**src/rtl/pos_window_counter.sv**
```systemverilog
// Cascadable position counter with a start/end window FSM and an LS85-style
// registered magnitude compare of count against win_start.
//
// state  | meaning
// IDLE   | outside the window, waiting for count == win_start on an increment
// ACTIVE | inside the window, waiting for count == win_end on an increment
module pos_window_counter #(
  parameter int WIDTH   = 8,
  parameter int WRAP_AT = 255
) (
  input  logic             clk,
  input  logic             reset,
  input  logic             enp,
  input  logic             ent,
  input  logic             load,
  input  logic [WIDTH-1:0] load_val,
  input  logic             wr_start,
  input  logic             wr_end,
  input  logic [WIDTH-1:0] wr_data,
  output logic [WIDTH-1:0] count,
  output logic             tc,
  output logic             win_active,
  output logic             win_start_p,
  output logic             win_end_p,
  output logic             cmp_gt,
  output logic             cmp_eq,
  output logic             cmp_lt
);

  localparam int NIBBLES = WIDTH / 4;
  localparam logic [WIDTH-1:0] WRAP_VAL = WIDTH'(WRAP_AT);

  typedef enum logic {IDLE, ACTIVE} winStateT;

  winStateT        winState;
  logic [WIDTH-1:0] winStart;
  logic [WIDTH-1:0] winEnd;
  logic             inc;
  logic             atWrap;
  logic             hitStart;
  logic             hitEnd;
  logic             gtNext;
  logic             eqNext;
  logic             ltNext;

  assign atWrap   = (count == WRAP_VAL);
  assign inc      = enp && ent && !load;
  assign hitStart = (count == winStart);
  assign hitEnd   = (count == winEnd);
  assign tc       = ent && atWrap;
  assign win_active = (winState == ACTIVE);

  // Nibble-sliced compare, LSB first: a higher nibble that differs overrides
  // whatever the lower nibbles decided, exactly like chained LS85 parts.
  always_comb begin
    gtNext = 1'b0;
    eqNext = 1'b1;
    ltNext = 1'b0;
    for (int n = 0; n < NIBBLES; n++) begin
      if (count[4*n +: 4] > winStart[4*n +: 4]) begin
        gtNext = 1'b1;
        eqNext = 1'b0;
        ltNext = 1'b0;
      end else if (count[4*n +: 4] < winStart[4*n +: 4]) begin
        gtNext = 1'b0;
        eqNext = 1'b0;
        ltNext = 1'b1;
      end
    end
  end

  always_ff @(posedge clk) begin
    if (reset) begin
      count <= '0;
    end else if (load) begin
      count <= load_val;
    end else if (inc) begin
      count <= atWrap ? '0 : count + WIDTH'(1);
    end
  end

  always_ff @(posedge clk) begin
    if (reset) begin
      winStart <= '0;
      winEnd   <= '0;
    end else begin
      if (wr_start) winStart <= wr_data;
      if (wr_end)   winEnd   <= wr_data;
    end
  end

  always_ff @(posedge clk) begin
    if (reset) begin
      winState    <= IDLE;
      win_start_p <= 1'b0;
      win_end_p   <= 1'b0;
    end else begin
      win_start_p <= 1'b0;
      win_end_p   <= 1'b0;
      if (load) begin
        winState <= IDLE;
      end else if (inc) begin
        case (winState)
          IDLE: begin
            if (hitStart && hitEnd) begin
              win_start_p <= 1'b1;
              win_end_p   <= 1'b1;
            end else if (hitStart) begin
              winState    <= ACTIVE;
              win_start_p <= 1'b1;
            end
          end
          ACTIVE: begin
            if (hitEnd) begin
              winState  <= IDLE;
              win_end_p <= 1'b1;
            end
          end
          default: winState <= IDLE;
        endcase
      end
    end
  end

  always_ff @(posedge clk) begin
    if (reset) begin
      cmp_gt <= 1'b0;
      cmp_eq <= 1'b1;
      cmp_lt <= 1'b0;
    end else begin
      cmp_gt <= gtNext;
      cmp_eq <= eqNext;
      cmp_lt <= ltNext;
    end
  end

endmodule
```
**config.mk**
```make
export PLATFORM = sky130hd
export DESIGN_NAME = pos_window_counter
export DESIGN_NICKNAME = d
export VERILOG_FILES = /design/src/rtl/pos_window_counter.sv
export SDC_FILE = /design/constraint.sdc
export NUM_CORES = 1
export LEC_CHECK = 0
export ABC_CLOCK_PERIOD_IN_PS = 1800
export CAP_MARGIN = 0
export CORE_MARGIN = 1
export CORE_UTILIZATION = 38
export CTS_CLUSTER_DIAMETER = 80
export DETAILED_ROUTE_END_ITERATION = 7
export PLACE_DENSITY = 0.67
export SLEW_MARGIN = 15
export SYNTH_ARGS = -nofsm -noshare
export SYNTH_HDL_FRONTEND = slang
export SYNTH_SLANG_ARGS = --single-unit
```
**constraint.sdc**
```tcl
create_clock -name clk -period 1.8 [get_ports clk]
set_input_delay 0.27 -clock clk [delete_from_list [all_inputs] [get_ports clk]]
set_output_delay 0.27 -clock clk [all_outputs]
set_load 0.005 [all_outputs]
```
Word level (Yosys, flattened, before mapping)
Index checks and enable logic that the tools add are counted.
- flip-flop bits (word level): 30
- bits in latches: 0
- memory bits (writable): 0
- memory bits (read-only): 0
- input bits: 23
- output and inout port bits: 15
- word-level logic and storage cells: 50
- memories kept: 0
- $add $sub $neg: 1
- multipliers: 0
- div/mod/pow operators: 0
- magnitude comparators: 4
- equality and inequality tests: 3
- shift operators: 0
- muxes and demuxes: 21
- bitwise operators: 2
- reduce and logical (&&, ||, !) cells: 10
- operators with widths (cell ; count):
    $mux W8 ; 3
    $eq A8 B8 Y1 ; 2
    $mux W1 ; 16
    $add A8 B1 Y8 const B ; 1
    $eq A8 B8 Y1 const B ; 1
    $gt A4 B4 Y1 ; 2
    $lt A4 B4 Y1 ; 2
    $logic_and A1 B1 Y1 ; 4
    $pmux W1 S2 ; 2
    $reduce_or A2 Y1 ; 2
    $reduce_or A4 Y1 ; 1
    $reduce_or A3 Y1 ; 1
    $not A1 Y1 ; 2
    $reduce_bool A2 Y1 ; 1
    $logic_not A1 Y1 ; 1

Logic depth before layout (Yosys ltp)
- depth in word-level cells: 5
- depth in mapped cells: 6
- gate-level depth less buffers: 6

Least setup slack after synthesis
OpenSTA, ideal clock, no wires.
- path kind: register to register
- start point: reg count[0]
- end point: reg count[5]
- setup time: 0.117 ns
- data arrival time: 1.363 ns
- data required time: 1.683 ns
- slack: 0.320 ns
- stages on the path, launching flop included: 6
- path buffers: 0
- period minus slack after synthesis: 1.480 ns
- path through: dfxtp_1 ha_1 nand4_1 a211oi_1 mux2i_1 a22o_1
- longest elaborated chain between the ends: 4
- elaborated cells between the ends (all ways): 5
- classes of those cells: 1 x add/sub; 1 x eq/ne; 3 x mux
- RTL lines (item ; line ; text):
    start, declared ; 20 ; output logic [WIDTH-1:0] count,
    start signal, assigned ; 76 ; count <= load_val;
    start signal, assigned ; 78 ; count <= atWrap ? '0 : count + WIDTH'(1);
    $add A8 B1 Y8 / $eq A8 B8 Y1 (equally long branches) ; 78, 46 ;
    $mux W8 (*) ; 78 ;
    $mux W8 (*) ; 77 ; end else if (inc) begin
    $mux W8 (*) ; 75 ; end else if (load) begin
Mark *: on every way between the ends. The rest lies on a longest branch, timed or not. The select of a mux whose other input is x is not followed.
A chain may end at the register's enable or synchronous reset.

Worst setup path in the final report
- start point: reg count[0]
- end point: out tc
- longest elaborated chain between the ends: 2
- RTL lines (item ; line ; text):
    $eq A8 B8 Y1 ; 46 ; assign atWrap = (count == WRAP_VAL);
    $logic_and A1 B1 Y1 ; 50 ; assign tc = ent && atWrap;
    end, declared ; 21 ; output logic tc,
Every way passes these cells.

==> reports/qor.txt <==
WP depth: 5
Synthesized cell area: 0.00153 mm²
Max H-tree Level: 2
Slew @ Worst Pin: 0.508 ns
Gate count of the mapped netlist: 171
CTS Buf Count: 5
Synth area leaders: dfxtp_1, mux2i_1, ha_1
Number of global-route vias before repair: 1383
CORE AREA: 0.00377 mm²
WL/cell: 13.9 µm
Number of library cell types mapped by synthesis: 35
Initial Util: 40.5%
Initial DRC Count: 57
Setup CP Type: reg2out
Peak VDD IR: 0.425 mV
CP required: 1.53 ns
# fillers: 340
GPL Wtd Cong: 0.846
Critical Path End Type: output port
Headroom to the max-slew limit: 66.0%
Die Ht: 65.4 µm
WP buf/inv: 1
Worst hold path class: reg2reg
Critical path's slowest cell: dfxtp_2
Placed Cells: 261
Rows: 22
Pwr/cell area: 791 mW/mm²
CTS clock-pin slew for the worst setup and hold paths: 0.07 ns
I/O pins: 38
CP delay by family, top: simple AND/OR/NAND/NOR gates
Global Route Usage Sum: 19.8%
Area growth, synth to finish: 41.4%
Sequential area share after synthesis: 39.3%
Drt pass-1 iters: 4
R2R depth: 7
# setup viols final: 0
RR Endpoint: count[0]$_SDFFE_PP0P_
Antenna-violating nets left: 0
Synth top area share: 39.3%
Cell taking the most area after synthesis: dfxtp_1
Vias per cell: 5.12
Critical Path Fanout Max: 2
Ant. Diodes: 0
Final Skew: 0.0106 ns
First-pass GRT wire length: 6080 µm
Max capacitance violation total: 0
Worst EP arrival: 1.46 ns
Critical Path End: tc
Reg-to-reg startpoint: count[0]$_SDFFE_PP0P_
RSZ-0062 raised after global routing: false
Slew Viols, Final: 0
Largest net degree at the start of global routing: 28
Final min period: 1.73 ns
IO buf count: 37
Critical-path cell list: ha_2 -> nand4_1 -> nor2_2 -> and2_1 -> clkdlybuf4s15_1
Clk sink count: 30
Static Leak: 0.936 nW
Crit path from: count[0]$_SDFFE_PP0P_
CTS Buffer Depth: 2
Clock Tree Root: clkbuf_8
Syn nets: 203
Final nets: 255
CTS Hold Bufs: 0
Flop-to-flop setup slack: 0.16 ns
Syn_area_per_cell: 8.94 µm²
Non-Filler Cell Area, Final: 0.00216 mm²
Clk_lat worst skew: 0.29 ns
Yosys warns: 0
Total negative setup slack: 0 ns
CP Launch Type: register
Die area: 0.00428 mm²
GRT overflow: 0
DRC: 0
Placed cell areas: 0.00202 mm²
Vias: 1392
Fmax: 576 MHz
Finished Layout Cells: 272
Share of layout cells above drive strength 1: 13.4%
CTS tree: done
Fin crit share: 96.4%
DP Wirelength: 2810 µm
Synthesized flop and latch total: 30
Fin. Hold Viols: 0
Die width: 65.4 µm
Maximum single-stage delay on the critical path: 0.33 ns
Initial antenna violation count: 0
Status: complete, no violations
Drt total wl: 3780 µm
## worst min-delay path by stage
stage                                   from                       end  slack (ns)  depth (start not counted)
global route        winStart[3]$_SDFFE_PP0P_  winStart[3]$_SDFFE_PP0P_        0.54                          2
floorplan                        load_val[5]     count[5]$_SDFFE_PP0P_        0.40                          1
CTS                 winStart[3]$_SDFFE_PP0P_  winStart[3]$_SDFFE_PP0P_        0.50                          2
finish              winStart[3]$_SDFFE_PP0P_  winStart[3]$_SDFFE_PP0P_        0.49                          2
global placement    winStart[7]$_SDFFE_PP0P_  winStart[7]$_SDFFE_PP0P_        0.48                          2
detailed placement  winStart[3]$_SDFFE_PP0P_  winStart[3]$_SDFFE_PP0P_        0.49                          2
## metal layers
metal  vias up  wire length [µm]  global-route usage [%]
li1        702                 -                       -
met1       638              1580                    20.4
met2        41              1870                    33.6
met3        11               193                    6.60
met4         0               135                    13.3
met5         -                 0                       0
## Yosys cell counts
library cell and instances:
a211oi_1 2, a21o_1 1, a21oi_1 10, a221oi_1 1
a22o_1 2, a311oi_1 1, and2_0 1, and2_1 1
and3_2 1, and3b_1 1, and4b_1 1, buf_1 3
clkbuf_1 3, clkbuf_2 1, dfxtp_1 30, ha_1 9
inv_1 13, mux2i_1 18, nand2_1 7, nand3_1 4
nand3_2 1, nand4_1 6, nor2_1 21, nor2b_1 3
nor3_1 4, nor4_1 1, o211ai_1 3, o21a_1 4
o21ai_0 2, o311ai_1 1, o31ai_1 1, or3_1 2
or3_2 1, xnor2_1 3, xor2_1 8
## through the flow
step	util [%]	power, mW	hold WS (ns)	worst slack (ns)
global route	57.3	1.80	0.537	0.0124
CTS	57.0	1.73	0.502	0.0669
detailed placement	53.6	1.09	0.488	0.0400
global placement	53.6	1.08	0.476	0.0985
finish	57.3	1.71	0.495	0.0650
floorplan	-	0.924	0.395	0.320
## cell families (layout without fill, tap and decap cells)
logic type / count (synthesis) / in the layout / share of synthesized area (%)
AND/OR/NAND/NOR: 55 / 55 / 18.1
flip-flops: 30 / 30 / 39.3
AO/OA/AOI/OAI: 28 / 28 / 12.2
buffers and inverters: 20 / 73 / 4.99
multiplexers: 18 / 18 / 11.8
XOR/XNOR: 11 / 11 / 6.30
adder cells (fa/ha/maj): 9 / 9 / 7.37
## worst reg2reg max path: stages, from the launching register on
cell	delay (ns)
dfxtp_2	0.32
ha_2	0.19
nand4_1	0.15
nor2_2	0.06
buf_4	0.13
buf_4	0.12
or3_1	0.35
a221oi_1	0.24
## layout by cell type, fill, tap and decap left out, types with 2 or more instances in the layout
cell | netlist | layout
xor2_1 | 8 | 8
clkbuf_8 | 0 | 8
o211ai_1 | 3 | 3
ha_1 | 9 | 8
xnor2_1 | 3 | 3
a21oi_1 | 10 | 10
nor3_1 | 4 | 4
a211oi_1 | 2 | 2
nor2b_1 | 3 | 3
or3_1 | 2 | 2
nand3_1 | 4 | 4
nand2_1 | 7 | 7
nor2_1 | 21 | 20
inv_1 | 13 | 13
clkdlybuf4s50_1 | 0 | 36
buf_4 | 0 | 15
o21ai_0 | 2 | 2
nand4_1 | 6 | 6
mux2i_1 | 18 | 18
a22o_1 | 2 | 2
o21a_1 | 4 | 4
dfxtp_1 | 30 | 28
dfxtp_2 | 0 | 2
## sequential cells by signal, indices dropped and copies added (netlist names)
name         cells
count            8
cmp_eq           1
cmp_lt           1
winEnd           8
cmp_gt           1
winStart         8
win_end_p        1
win_start_p      1
win_active       1
## what timing repair did
action / in CTS / in global routing
setup buffers: 2 / 1
pin swaps: 1 / 1
gates resized for setup: 4 / 2
setup endpoints to repair: 1 / 1
## where the power goes
part | switching (mW) | total (mW) | internal, mW
Sequential | 0.0300 | 0.738 | 0.708
Combinational | 0.150 | 0.336 | 0.186
Clock | 0.250 | 0.635 | 0.385
Total | 0.430 | 1.71 | 1.28
## layout make-up
class / instances / area [µm²] / area share, %
Clock buffer: 8 / 110 / 5.09
Inverter: 13 / 48.8 / 2.26
Multi-Input combinational cell: 121 / 857 / 39.6
Sequential cell: 30 / 603 / 27.9
Tap cell: 48 / 60.1 / 2.78
Timing Repair Buffer: 52 / 483 / 22.3
No activity file was read; power rests on OpenSTA's default activity.
